## src/rtl/fir_ctrl_pkg.sv

```systemverilog
// Shared types and register-map helpers for the FIR sequencing controller.
package fir_ctrl_pkg;

  typedef enum logic [2:0] {
    OP_NOP   = 3'd0,
    OP_COPY  = 3'd1,
    OP_LOAD1 = 3'd2,
    OP_LOAD2 = 3'd3,
    OP_ADD   = 3'd4,
    OP_SUB   = 3'd5,
    OP_MUL   = 3'd6
  } fir_op_t;

  // SHIFT, MUL and ACC are each a family of states indexed by a separate step register
  typedef enum logic [2:0] {
    ST_IDLE,
    ST_LOADC,
    ST_STORE,
    ST_SHIFT,
    ST_ZERO,
    ST_MUL,
    ST_ACC,
    ST_EIDLE
  } fir_state_t;

  localparam int ACC_REG = 0;

  function automatic int sample_reg(input int k);
    return k;
  endfunction

  function automatic int coeff_reg(input int taps, input int i);
    return taps + 1 + i;
  endfunction

  function automatic int temp_reg(input int taps);
    return 2 * taps + 1;
  endfunction

  function automatic int incoming_reg(input int taps);
    return 2 * taps + 2;
  endfunction

endpackage

```

## src/rtl/flex_counter.sv

```systemverilog
// Wrapping up-counter; returns to zero on the enabled cycle after reaching rollover_val.
module flex_counter #(
  parameter int NUM_CNT_BITS = 4
) (
  input  logic                    clk,
  input  logic                    n_rst,
  input  logic                    count_enable,
  input  logic [NUM_CNT_BITS-1:0] rollover_val,
  output logic [NUM_CNT_BITS-1:0] count_out
);

  always_ff @(posedge clk or negedge n_rst) begin
    if (!n_rst) begin
      count_out <= '0;
    end else if (count_enable) begin
      if (count_out == rollover_val) count_out <= '0;
      else                           count_out <= count_out + 1'b1;
    end
  end

endmodule

```

## src/rtl/fir_controller.sv

```systemverilog
// Sequencing FSM driving the FIR datapath register file.
// Define FIR_ALT_SIGN_EN to subtract (rather than add) the odd-indexed products.
module fir_controller
  import fir_ctrl_pkg::*;
#(
  parameter int NUM_SEL_BITS = 4,
  parameter int NUM_TAPS     = 4
) (
  input  logic                    clk,
  input  logic                    n_reset,
  input  logic                    data_ready,
  input  logic                    load_coeff,
  input  logic                    overflow,
  output logic [2:0]              op,
  output logic [NUM_SEL_BITS-1:0] src1,
  output logic [NUM_SEL_BITS-1:0] src2,
  output logic [NUM_SEL_BITS-1:0] dest,
  output logic                    modwait,
  output logic                    cnt_up,
  output logic                    err
);

  localparam logic [NUM_SEL_BITS-1:0] TAPS_SEL   = NUM_SEL_BITS'(NUM_TAPS);
  localparam logic [NUM_SEL_BITS-1:0] LAST_TAP   = NUM_SEL_BITS'(NUM_TAPS - 1);
  localparam logic [NUM_SEL_BITS-1:0] ONE_SEL    = NUM_SEL_BITS'(1);
  localparam logic [NUM_SEL_BITS-1:0] ACC_SEL    = NUM_SEL_BITS'(ACC_REG);
  localparam logic [NUM_SEL_BITS-1:0] COEFF_BASE = NUM_SEL_BITS'(coeff_reg(NUM_TAPS, 0));
  localparam logic [NUM_SEL_BITS-1:0] TEMP_SEL   = NUM_SEL_BITS'(temp_reg(NUM_TAPS));
  localparam logic [NUM_SEL_BITS-1:0] IN_SEL     = NUM_SEL_BITS'(incoming_reg(NUM_TAPS));
  localparam logic [NUM_SEL_BITS-1:0] SAMPLE1    = NUM_SEL_BITS'(sample_reg(1));

  fir_state_t              state, next_state;
  logic [NUM_SEL_BITS-1:0] step, next_step;
  logic [NUM_SEL_BITS-1:0] coeff_idx;
  logic                    coeff_hold;
  logic                    next_busy;
  fir_op_t                 op_c;

  flex_counter #(
    .NUM_CNT_BITS(NUM_SEL_BITS)
  ) u_coeff_cnt (
    .clk         (clk),
    .n_rst       (n_reset),
    .count_enable(state == ST_LOADC),
    .rollover_val(LAST_TAP),
    .count_out   (coeff_idx)
  );

  // coeff_hold stops a still-high load_coeff from re-triggering LOADC after the load
  always_ff @(posedge clk or negedge n_reset) begin
    if (!n_reset) begin
      state      <= ST_IDLE;
      step       <= '0;
      modwait    <= 1'b0;
      coeff_hold <= 1'b0;
    end else begin
      state   <= next_state;
      step    <= next_step;
      modwait <= next_busy;
      if (state == ST_LOADC)  coeff_hold <= 1'b1;
      else if (!load_coeff)   coeff_hold <= 1'b0;
    end
  end

  always_comb begin
    next_state = state;
    next_step  = step;
    case (state)
      ST_IDLE, ST_EIDLE: begin
        if (load_coeff) begin
          if (!coeff_hold) next_state = ST_LOADC;
        end else if (data_ready) begin
          next_state = ST_STORE;
        end
      end
      ST_LOADC: next_state = ST_IDLE;
      ST_STORE: begin
        if (!data_ready) begin
          next_state = ST_EIDLE;
        end else begin
          next_state = ST_SHIFT;
          next_step  = TAPS_SEL;
        end
      end
      ST_SHIFT: begin
        if (step == ONE_SEL) begin
          next_state = ST_ZERO;
          next_step  = '0;
        end else begin
          next_step = step - 1'b1;
        end
      end
      ST_ZERO: begin
        next_state = ST_MUL;
        next_step  = '0;
      end
      ST_MUL: next_state = overflow ? ST_EIDLE : ST_ACC;
      ST_ACC: begin
        if (overflow) begin
          next_state = ST_EIDLE;
        end else if (step == LAST_TAP) begin
          next_state = ST_IDLE;
        end else begin
          next_state = ST_MUL;
          next_step  = step + 1'b1;
        end
      end
      default: next_state = ST_IDLE;
    endcase
    next_busy = (next_state != ST_IDLE) && (next_state != ST_EIDLE) &&
                (next_state != ST_LOADC);
  end

  always_comb begin
    op_c   = OP_NOP;
    src1   = '0;
    src2   = '0;
    dest   = '0;
    cnt_up = 1'b0;
    err    = 1'b0;
    case (state)
      ST_LOADC: begin
        op_c = OP_LOAD2;
        dest = COEFF_BASE + coeff_idx;
      end
      ST_STORE: begin
        op_c = OP_LOAD1;
        dest = IN_SEL;
      end
      ST_SHIFT: begin
        op_c = OP_COPY;
        src1 = (step > ONE_SEL) ? step - 1'b1 : IN_SEL;
        dest = step;
      end
      ST_ZERO: begin
        op_c = OP_SUB;
        src1 = ACC_SEL;
        src2 = ACC_SEL;
        dest = ACC_SEL;
      end
      ST_MUL: begin
        op_c = OP_MUL;
        src1 = SAMPLE1 + step;
        src2 = COEFF_BASE + step;
        dest = TEMP_SEL;
      end
      ST_ACC: begin
`ifdef FIR_ALT_SIGN_EN
        op_c = step[0] ? OP_SUB : OP_ADD;
`else
        op_c = OP_ADD;
`endif
        src1   = ACC_SEL;
        src2   = TEMP_SEL;
        dest   = ACC_SEL;
        cnt_up = (step == LAST_TAP);
      end
      ST_EIDLE: err = 1'b1;
      default: ;
    endcase
  end

  assign op = op_c;

endmodule

```

## config.mk

```make
export PLATFORM = sky130hd
export DESIGN_NAME = fir_controller
export DESIGN_NICKNAME = d
export VERILOG_FILES = /design/src/rtl/fir_ctrl_pkg.sv /design/src/rtl/flex_counter.sv /design/src/rtl/fir_controller.sv
export SDC_FILE = /design/constraint.sdc
export NUM_CORES = 1
export LEC_CHECK = 0
export BUFFER_PORTS_ARGS = -buffer_cell sky130_fd_sc_hd__buf_2
export CAP_MARGIN = 25
export CELL_PAD_IN_SITES_DETAIL_PLACEMENT = 0
export CELL_PAD_IN_SITES_GLOBAL_PLACEMENT = 1
export CORE_ASPECT_RATIO = 1.4
export CORE_MARGIN = 10
export CORE_UTILIZATION = 30
export DETAILED_ROUTE_END_ITERATION = 10
export PLACE_DENSITY_LB_ADDON = 0.3
export SETUP_SLACK_MARGIN = 0.15
export SYNTH_ARGS = -nofsm -noshare
export SYNTH_HDL_FRONTEND = slang
export SYNTH_SLANG_ARGS = --single-unit
```

## constraint.sdc

```tcl
create_clock -name clk -period 4.3 [get_ports clk]
set_input_delay 0.215 -clock clk [delete_from_list [all_inputs] [get_ports clk]]
set_output_delay 0.215 -clock clk [all_outputs]
set_load 0.03 [all_outputs]
```

==> summary.md <==
| Metric | Value |
|---|---|
| Outcome | completed |
| Crit path capture type | output port |
| Vias/cell | 5.471 |
| Switching power total | 0.6693 mW |
| Syn Nets | 170 |
| Layout area overhead | 14.56% |
| Post-synthesis sequential area ratio | 27.43% |
| Clk slew on worst S/H paths | 60 ps |
| Pins over their slew limit | 0 |
| Syn Inst Count | 161 |
| Final setup margin | 1876 ps |
| Crit Path Class | register to output port |
| CP peak stage delay | 470 ps |
| GRT Util Overall | 9.542% |
| Synth unique cells | 45 |
| Detailed Place HPWL | 2550 um |
| Internal power | 0.5207 mW |
| Antenna diodes | 0 |
| FFs w/ async S/R, synth | 100.0% |
| Pwr dens | 875.8 nW/um^2 |
| Drc violations | 0 |
| FP Rows | 27 |
| I/O pins | 23 |
| Delay-heaviest family, CP | simple AND/OR/NAND/NOR gates |
| Die width | 73.14 um |
| WP buf/inv | 2 |
| Setup TNS | 0 ps |
| Final count of hold timing violations | 0 |
| DRT iter0 DRCs | 78 |
| Hold crit path type | primary input to register |
| RSZ-0062 raised after global routing | false |
| WL/cell | 14.83 um |
| Combinational share of power | 64.8% |
| Fin crit share | 56.38% |
| Later-pin clock latency in the skew report | 250 ps |
| Core Area | 3885 um^2 |
| Setup Fix Bufs, Post-CTS | 0 |
| Worst-path cell chain | inv_1, ha_1, or3b_4, nand2_1, o221ai_1, o21a_1, buf_2 |
| GR Overflow Total | 0 |
| Setup violators final | 0 |
| Share of power burned in registers | 25.9% |
| Initial antenna violation count | 0 |
| Worst path slowest cell | dfrtp_1 |
| H-tree lvl count | 1 |
| Commonest register cell after synthesis | dfrtp_1 |
| Clock sink total | 13 |
| Vias | 1209 |
| Switching Share | 56.25% |
| Initial core utilization | 30.53% |
| Placer congestion estimate | 0.8426 |
| Vias in the first global route | 1196 |
| Cell Area, Synth | 1186 um^2 |
| Worst rel slew slack | 57.20% |
| Worst-path maximum fanout | 9 |
| Clk_skew | 3.946 ps |
| CP arrival | 2210 ps |
| Input/output buffers | 22 |
| Max VDD drop | 0.3968 mV |
| CTS tree | done |
| Die area | 6904 um^2 |
| Worst-margin pin slew | 642.1 ps |
| Type of origin of the critical path | register |
| First-pass GRT wire length | 5395 um |
| Clk buf depth | 2 |
| Worst slack at placement | 2089 ps |
| Max cap viols | 0 |
| Final min period | 2424 ps |
| Drt pass-1 iters | 4 |
| CTS resizes | 0 |
| Avg Cell Area, Syn | 7.367 um^2 |
| Final WL | 3278 um |
| Post-synth EDFFs | 0 |
| TritonCTS buffer count | 3 |
| Ys Warns | 0 |
| Highest clock rate | 412.5 MHz |
| Clock Power Share | 9.3% |
| Nets@finish | 188 |
| Leak Pwr | 0.6093 nW |
| Pin count of the biggest net entering global routing | 25 |
| # hold bufs at CTS | 1 |
| Yosys reg bits | 13 |
| Die height | 94.40 um |
| Share of cells above drive strength 1 | 17.42% |
| Critical path data required time | 4090 ps |
| DRT antenna net count | 0 |
| Root buf cell | clkbuf_8 |
| Fillers | 407 |
-- layer usage --
metal  track usage, %  share of wire (%)  vias to the layer above
met1            10.57                 44                      564
met2            16.45                 49                       28
met5                0                  0                        -
li1                 -                  -                      610
met4            5.079                2.7                        0
met3            1.994                4.9                        7
-- cells in the mapped netlist (2+ instances only) --
master | number | share of area (%)
o221ai_1 | 2 | 1.5
xnor2_1 | 4 | 3.0
ha_1 | 4 | 4.2
inv_1 | 9 | 2.8
o22ai_1 | 2 | 1.1
a21oi_1 | 16 | 6.8
nor2b_1 | 2 | 1.1
o31ai_1 | 2 | 1.3
a211oi_1 | 3 | 1.9
o21ai_0 | 15 | 6.3
nand3_1 | 3 | 1.3
dfrtp_1 | 13 | 27
a21o_1 | 2 | 1.3
clkbuf_1 | 6 | 1.9
nand2_1 | 14 | 4.4
buf_1 | 2 | 0.63
and3b_1 | 2 | 1.5
nand2b_1 | 7 | 3.7
nand3b_1 | 2 | 1.3
xor2_1 | 2 | 1.5
nor2_1 | 20 | 6.3
or2_2 | 2 | 1.1
o21a_1 | 2 | 1.3
nor3_1 | 3 | 1.3
o211ai_1 | 2 | 1.3
-- path summary, 6_finish.rpt --
check / start / endpoint / slack, ps / cells past startpoint
min in group asynchronous: n_reset / u_coeff_cnt.count_out[2]$_DFFE_PN0P_ / 390 / 2
hold reg to reg: coeff_hold$_DFFE_PN0P_ / coeff_hold$_DFFE_PN0P_ / 500 / 2
max in group asynchronous: n_reset / state[1]$_DFF_PN0_ / 3670 / 2
setup reg to reg: step[0]$_DFFE_PN0P_ / modwait$_DFF_PN0_ / 2080 / 6
setup / recovery: step[1]$_DFFE_PN0P_ / src1[2] / 1880 / 7
hold / removal: load_coeff / coeff_hold$_DFFE_PN0P_ / 210 / 3
-- cells by family (layout without fill, tap and decap cells) --
group,count (synthesis),in the layout,share of synthesized area [%]
xor+xnor,6,6,4.430
fa+ha+maj,4,4,4.220
mux,2,2,1.793
simple gates,65,65,28.38
flops,13,13,27.43
buf+inv,19,36,6.750
compound gates,52,52,27.00
-- area by class of cell --
class / count / area (um^2) / area share (%)
multi-input combinational: 129 / 780.7 / 57.46
clock buffer: 4 / 45.04 / 3.315
sequential: 13 / 325.3 / 23.94
inverter: 9 / 33.78 / 2.486
timing repair buffer: 23 / 120.1 / 8.840
tap: 43 / 53.80 / 3.959
-- flip-flops by register name, summed over array words and instances, names as in the netlist --
| signal | flops |
|---|---|
| step | 4 |
| u_coeff_cnt.count_out | 4 |
| state | 3 |
| coeff_hold | 1 |
| modwait | 1 |
-- placed cells by master, fill, tap and decap left out, types with 2 or more instances in the layout --
master and instances:
xnor2_1 4, or2_2 2, o22ai_1 2, nor2_1 20
a21oi_1 16, o221ai_1 2, inv_1 9, o31ai_1 2
ha_1 4, nor2b_1 2, nor3_1 3, o21ai_0 15
and3b_1 2, a21o_1 2, buf_2 22, o211ai_1 2
nand2b_1 7, o21a_1 2, nand2_1 14, dfrtp_1 13
clkbuf_8 3, a211oi_1 3, xor2_1 2, nand3_1 3
nand3b_1 2
-- power by group through the flow --
stage	Clock [mW]	Combinational, mW	Sequential [mW]
floorplan	0	0.681	0.214
global placement	0	0.777	0.308
detailed placement	0	0.777	0.306
CTS	0.115	0.782	0.304
global route	0.120	0.853	0.322
finish	0.111	0.771	0.308
-- worst register-to-register path, delay by kind of cell (launching register included) --
family | cells | cell delay, ps
AND/OR/NAND/NOR | 3 | 980
flip-flops | 1 | 550
adder cells (fa/ha/maj) | 1 | 320
multiplexers | 1 | 160
AO/OA/AOI/OAI | 1 | 140
-- metrics by stage --
step                      total power [mW]  utilization [%]  hold WS [ps]  instance area [um^2]  cells
final                                1.190            34.98         213.4                  1359    221
after global routing                 1.295            34.98         231.0                  1359    221
after CTS                            1.200            34.98         209.6                  1359    221
after detailed placement             1.083            33.56         127.0                  1304    216
after global placement               1.085            33.56         124.1                  1304    216
after floorplan                     0.8952                -        -80.59                  1186    161
(Power assumes the default switching activity.)
